[config.mk]
export PLATFORM = sky130hd
export DESIGN_NAME = branch_target_lut_flat
export DESIGN_NICKNAME = d
export VERILOG_FILES = /design/src/rtl/branch_target_lut_if.sv /design/src/rtl/branch_target_lut.sv /design/src/flat_wrapper.sv
export SDC_FILE = /design/constraint.sdc
export NUM_CORES = 1
export LEC_CHECK = 0
export CAP_MARGIN = 20
export CORE_MARGIN = 2
export CORE_UTILIZATION = 49
export CTS_BUF_LIST = sky130_fd_sc_hd__clkbuf_8
export CTS_CLUSTER_DIAMETER = 40
export CTS_CLUSTER_SIZE = 16
export DETAILED_ROUTE_END_ITERATION = 16
export GPL_TIMING_DRIVEN = 0
export PLACE_DENSITY = 0.66
export SYNTH_ARGS = -nofsm -noshare
export SYNTH_HDL_FRONTEND = slang
export SYNTH_SLANG_ARGS = --single-unit
[constraint.sdc]
create_clock -name Clk -period 6.15 [get_ports Clk]
set_input_delay 1.23 -clock Clk [delete_from_list [all_inputs] [get_ports Clk]]
set_output_delay 1.23 -clock Clk [all_outputs]
set_load 0.01 [all_outputs]
[src/rtl/branch_target_lut_if.sv]
// Lookup / write / invalidate bus of branch_target_lut.
// master drives requests and table updates, slave returns lookup results.
interface branch_target_lut_if #(
    parameter int ADDR_W   = 3,
    parameter int BANK_W   = 2,
    parameter int TARGET_W = 10,
    parameter int CNT_W    = 16
);
    logic                rd_req;
    logic [BANK_W-1:0]   ProgState;
    logic [ADDR_W-1:0]   addr;
    logic                wr_en;
    logic [BANK_W-1:0]   wr_bank;
    logic [ADDR_W-1:0]   wr_addr;
    logic [TARGET_W-1:0] wr_data;
    logic                inv_en;
    logic [BANK_W-1:0]   inv_bank;
    logic                rd_valid;
    logic [TARGET_W-1:0] Target;
    logic                hit;
    logic [CNT_W-1:0]    miss_cnt;

    modport master (
        output rd_req, ProgState, addr, wr_en, wr_bank, wr_addr, wr_data, inv_en, inv_bank,
        input  rd_valid, Target, hit, miss_cnt
    );

    modport slave (
        input  rd_req, ProgState, addr, wr_en, wr_bank, wr_addr, wr_data, inv_en, inv_bank,
        output rd_valid, Target, hit, miss_cnt
    );
endinterface

[src/rtl/branch_target_lut.sv]
// Banked branch-target table with per-entry valid bits, 1-cycle pipelined lookup and a saturating miss counter.
// Optional macro LUT_BYPASS_EN forwards a same-cycle write to a matching lookup.
module branch_target_lut #(
    parameter int ADDR_W   = 3,
    parameter int BANK_W   = 2,
    parameter int TARGET_W = 10,
    parameter int CNT_W    = 16
) (
    input logic              Clk,
    input logic              Reset,
    branch_target_lut_if.slave bus
);
    localparam int BANKS   = 1 << BANK_W;
    localparam int ENTRIES = 1 << ADDR_W;
    localparam int DEPTH   = BANKS * ENTRIES;
    localparam logic [CNT_W-1:0] CNT_MAX = {CNT_W{1'b1}};

    logic [BANKS-1:0][ENTRIES-1:0] valid_r;
    logic [BANKS-1:0][ENTRIES-1:0] valid_nxt_s;
    logic [TARGET_W-1:0]           mem_r [DEPTH];

    logic                lk_hit_s;
    logic [TARGET_W-1:0] lk_data_s;
    logic [TARGET_W-1:0] lk_target_s;

    logic                rd_valid_r;
    logic [TARGET_W-1:0] target_r;
    logic                hit_r;
    logic [CNT_W-1:0]    miss_cnt_r;

    // Next valid state: invalidate clears the bank, a write re-validates its own entry on top.
    always_comb begin
        valid_nxt_s = valid_r;
        for (int b = 0; b < BANKS; b++) begin
            for (int e = 0; e < ENTRIES; e++) begin
                valid_nxt_s[b][e] = (valid_r[b][e] & ~(bus.inv_en && (bus.inv_bank == BANK_W'(b))))
                                  | (bus.wr_en && (bus.wr_bank == BANK_W'(b)) && (bus.wr_addr == ADDR_W'(e)));
            end
        end
    end

    // Lookup reads the pre-update table; misses return zero.
    always_comb begin
        lk_hit_s  = valid_r[bus.ProgState][bus.addr];
        lk_data_s = mem_r[{bus.ProgState, bus.addr}];
`ifdef LUT_BYPASS_EN
        if (bus.wr_en && (bus.wr_bank == bus.ProgState) && (bus.wr_addr == bus.addr)) begin
            lk_hit_s  = 1'b1;
            lk_data_s = bus.wr_data;
        end else begin
            lk_hit_s  = valid_r[bus.ProgState][bus.addr];
            lk_data_s = mem_r[{bus.ProgState, bus.addr}];
        end
`endif
        if (lk_hit_s) begin
            lk_target_s = lk_data_s;
        end else begin
            lk_target_s = {TARGET_W{1'b0}};
        end
    end

    // Data array has no reset; only valid bits define table contents.
    always_ff @(posedge Clk) begin
        if (!Reset && bus.wr_en) begin
            mem_r[{bus.wr_bank, bus.wr_addr}] <= bus.wr_data;
        end
    end

    // Valid bits, result registers and miss counter.
    always_ff @(posedge Clk) begin
        if (Reset) begin
            valid_r    <= '0;
            rd_valid_r <= 1'b0;
            target_r   <= {TARGET_W{1'b0}};
            hit_r      <= 1'b0;
            miss_cnt_r <= {CNT_W{1'b0}};
        end else begin
            valid_r    <= valid_nxt_s;
            rd_valid_r <= bus.rd_req;
            if (bus.rd_req) begin
                target_r <= lk_target_s;
                hit_r    <= lk_hit_s;
                if (!lk_hit_s && (miss_cnt_r != CNT_MAX)) begin
                    miss_cnt_r <= miss_cnt_r + CNT_W'(1);
                end
            end
        end
    end

    assign bus.rd_valid = rd_valid_r;
    assign bus.Target   = target_r;
    assign bus.hit      = hit_r;
    assign bus.miss_cnt = miss_cnt_r;
endmodule

[src/flat_wrapper.sv]
// flat-port wrapper written by rule: the top's interface ports become plain ports
module branch_target_lut_flat 
#(
    parameter int ADDR_W   = 3,
    parameter int BANK_W   = 2,
    parameter int TARGET_W = 10,
    parameter int CNT_W    = 16
)
  (Clk, Reset, bus_rd_req, bus_ProgState, bus_addr, bus_wr_en, bus_wr_bank, bus_wr_addr, bus_wr_data, bus_inv_en, bus_inv_bank, bus_rd_valid, bus_Target, bus_hit, bus_miss_cnt);
  branch_target_lut_if #(.ADDR_W(ADDR_W), .BANK_W(BANK_W), .TARGET_W(TARGET_W), .CNT_W(CNT_W)) bus_i ();
  input logic Clk;
  input logic Reset;
  input wire logic [$bits(bus_i.rd_req)-1:0] bus_rd_req;
  input wire logic [$bits(bus_i.ProgState)-1:0] bus_ProgState;
  input wire logic [$bits(bus_i.addr)-1:0] bus_addr;
  input wire logic [$bits(bus_i.wr_en)-1:0] bus_wr_en;
  input wire logic [$bits(bus_i.wr_bank)-1:0] bus_wr_bank;
  input wire logic [$bits(bus_i.wr_addr)-1:0] bus_wr_addr;
  input wire logic [$bits(bus_i.wr_data)-1:0] bus_wr_data;
  input wire logic [$bits(bus_i.inv_en)-1:0] bus_inv_en;
  input wire logic [$bits(bus_i.inv_bank)-1:0] bus_inv_bank;
  output wire logic [$bits(bus_i.rd_valid)-1:0] bus_rd_valid;
  output wire logic [$bits(bus_i.Target)-1:0] bus_Target;
  output wire logic [$bits(bus_i.hit)-1:0] bus_hit;
  output wire logic [$bits(bus_i.miss_cnt)-1:0] bus_miss_cnt;
  assign bus_i.rd_req = bus_rd_req;
  assign bus_i.ProgState = bus_ProgState;
  assign bus_i.addr = bus_addr;
  assign bus_i.wr_en = bus_wr_en;
  assign bus_i.wr_bank = bus_wr_bank;
  assign bus_i.wr_addr = bus_wr_addr;
  assign bus_i.wr_data = bus_wr_data;
  assign bus_i.inv_en = bus_inv_en;
  assign bus_i.inv_bank = bus_inv_bank;
  assign bus_rd_valid = bus_i.rd_valid;
  assign bus_Target = bus_i.Target;
  assign bus_hit = bus_i.hit;
  assign bus_miss_cnt = bus_i.miss_cnt;
  branch_target_lut #(.ADDR_W(ADDR_W), .BANK_W(BANK_W), .TARGET_W(TARGET_W), .CNT_W(CNT_W)) u_core (.Clk(Clk), .Reset(Reset), .bus(bus_i));
endmodule
==> flow_summary.ini <==
[sta]
fin_ws_ns = 2.64
setup_viol = 0
fmax_mhz = 285
rsz0062_at_grt = false
timing.final.crit_period_ns = 3.51
fin_skew_ns = 0.0207
tns_ns = 0
period_share_pct = 57.1
tightest_slew_ns = 1.19
hold_viol_final = 0
relSlewSlack_pct = 20.2
drv_slew = 0

[finish]
finalNetCount = 1008
diodes = 0
final_cells = 1407
postLayoutCellArea_um2 = 17400
drive_above_1_share_pct = 19.6
ff_latch_area_um2 = 10800
nFillCells = 2331
mostFrequentLayoutCells = edfxtp_1, nor2_1, mux4_2, dfxtp_1, clkdlybuf4s50_1
multi_input_area_um2 = 3950
layout_commonest_cell = edfxtp_1
areaGrowthSynthToFinish_pct = 15.3

[synth]
synth-seq-cells = 380
synthAdderAreaFrac_pct = 0.0832
ys_top_cells_by_area = edfxtp_1, mux4_2, dfxtp_1, mux2i_1, nor2_1
ys_seq_area_share_pct = 71.8
synth_compound_area_share_pct = 4.80
synth.top_cell.area_share_pct = 63.9
yosys.area.top_type = edfxtp_1
async_reset_ff_share_pct = 0
synth_cell_types = 47
synth.area.mux_share_pct = 14.5
synth-edff-count = 320
synth-xor-area-share_pct = 0.640
avgSynthCellArea_um2 = 17.5
netlist_instances = 862
synthFlopType = edfxtp_1
yosys.area_share.simple_pct = 6.17
synth_top_family_by_area = multiplexers
synth_area_um2 = 15000
synth.net_count = 890
ys_warn_count = 0

[route]
vias_per_cell = 5.97
drcViolationCount = 0
drt-initial-drc-count = 887
drt-pass1-iter-count = 5
avgRoutedWirePerCell_um = 24.9
antenna_left = 0
routed_wl_um = 35000
vias = 8401

[clocking]
clk_pin_slew_ns = 0.08
cts.htree.levels = 2
clock_latency_ns = 0.59
cts_buffers = 42
cts_root_buffer = clkbuf_8
post-cts-setup-buffers = 0
cts.repair.resized = 0
cts_tree = built
clockBufferDepth = 3
hold_buffers = 0
cts.sinks = 380

[critical_path]
worstPathArrival_ns = 3.70
path_max_fanout = 10
crit_family = simple AND/OR/NAND/NOR gates
required_ns = 6.34
crit_chain = clkdlybuf4s50_1, clkbuf_1, nor2b_1, nand3b_1, nor2_1
cp_num_buf_inv = 2
cp-start-kind = input pin
cp_slowest_cell = nor2_1
worstSetupPathType = in -> reg
max_stage_delay_ns = 1.01
end_kind = flop

[place]
dpl.hpwl_um = 23200
io_buffer_count = 49
routabilityCongestion = 0.912
dp_cells = 1316
post_dp_cell_area_um2 = 16200
dp_slack_ns = 2.03

[global_route]
antenna_found_initial = 0
gr-total-overflow = 0
grt_max_degree = 33
grt_pass1_vias = 8141
gr-usage-all-layers_pct = 22.5
grt_pass1_wl_um = 51700

[power]
power_leakage_nw = 5.61
power_mw = 4.98
ir_worst_vdd_uv = 234
p_per_area_nw_per_um2 = 287

[run]
maxCapViolations = 0

[die]
die_h_um = 179
core_um2 = 30400
initial_core_util_pct = 49.4
row_count = 64
dieArea_um2 = 32100
io_pins = 55
die_x_um = 179

[status]
status = finished, final reports clean

[worst_hold_path]
holdCritPathClass = reg -> reg
## where the power goes
part           leakage [nW]  internal, mW  switching (mW)  total [mW]
clock network         0.454         0.860           0.971        1.83
registers              3.36          2.81         0.00776        2.81
logic                  1.79         0.137           0.193       0.330
## worst paths after layout
| path | startpoint | endpoint | slack, ns | cells after the start |
|---|---|---|---|---|
| worst max-delay path | Reset | u_core.mem_r[1][6] | 2.64 | 5 |
| worst min-delay path | u_core.bus.Target[4] | u_core.bus.Target[4] | 0.45 | 2 |
| worst max register to register | u_core.bus.miss_cnt[0] | u_core.bus.miss_cnt[5] | 3.96 | 8 |
| worst min register to register | u_core.bus.Target[4] | u_core.bus.Target[4] | 0.45 | 2 |
## per-layer routing
layer / track usage [%] / share of wire, %
met1: 31.8 / 41
met2: 35.7 / 48
met3: 4.13 / 7.9
met4: 7.22 / 2.8
met5: 0 / 0
## synth_stat cells, drive strengths merged, types with 13 or more instances
library cell	number
edfxtp	320
nor2	93
a221oi	17
mux2i	44
mux4	76
nand2	35
dfxtp	60
buf	21
clkbuf	27
a22oi	39
nand3	13
## area by class of cell
class / count / area share [%]
Timing Repair Buffer: 74 / 5.10
Clock buffer: 42 / 3.33
Sequential cell: 380 / 62.3
Buffer: 48 / 1.59
Inverter: 4 / 0.0865
Tap cell: 396 / 2.86
Clock inverter: 33 / 2.00
Multi-Input combinational cell: 430 / 22.7
## sequential cells by signal, indices dropped and copies added (netlist names)
register             flops
u_core.bus.rd_valid      1
u_core.mem_r           320
u_core.bus.Target       10
u_core.bus.hit           1
u_core.bus.miss_cnt     16
u_core.valid_r          32
## tightest hold or removal path, cell delays in order (launching register included)
cell	delay [ns]
dfxtp_1	0.31
nand2_1	0.05
o21ai_1	0.05
## stage by stage
stage	hold WS (ns)	utilization, %
6_report	0.455	57.0
4_1_cts	0.457	56.1
5_1_grt	0.485	57.0
3_5_place_dp	0.445	53.1
3_3_place_gp	0.443	52.7
2_1_floorplan	0.465	-
## cell families (layout without fill, tap and decap cells)
family | Yosys count | count (layout)
xor gates and xnor gates | 11 | 11
and+or+nand+nor | 199 | 199
adders and majority gates | 1 | 1
DFF | 380 | 380
AOI/OAI and AO/OA | 96 | 96
muxes | 123 | 123
buffers and inverters | 52 | 201
No activity file was read; power rests on OpenSTA's default activity.
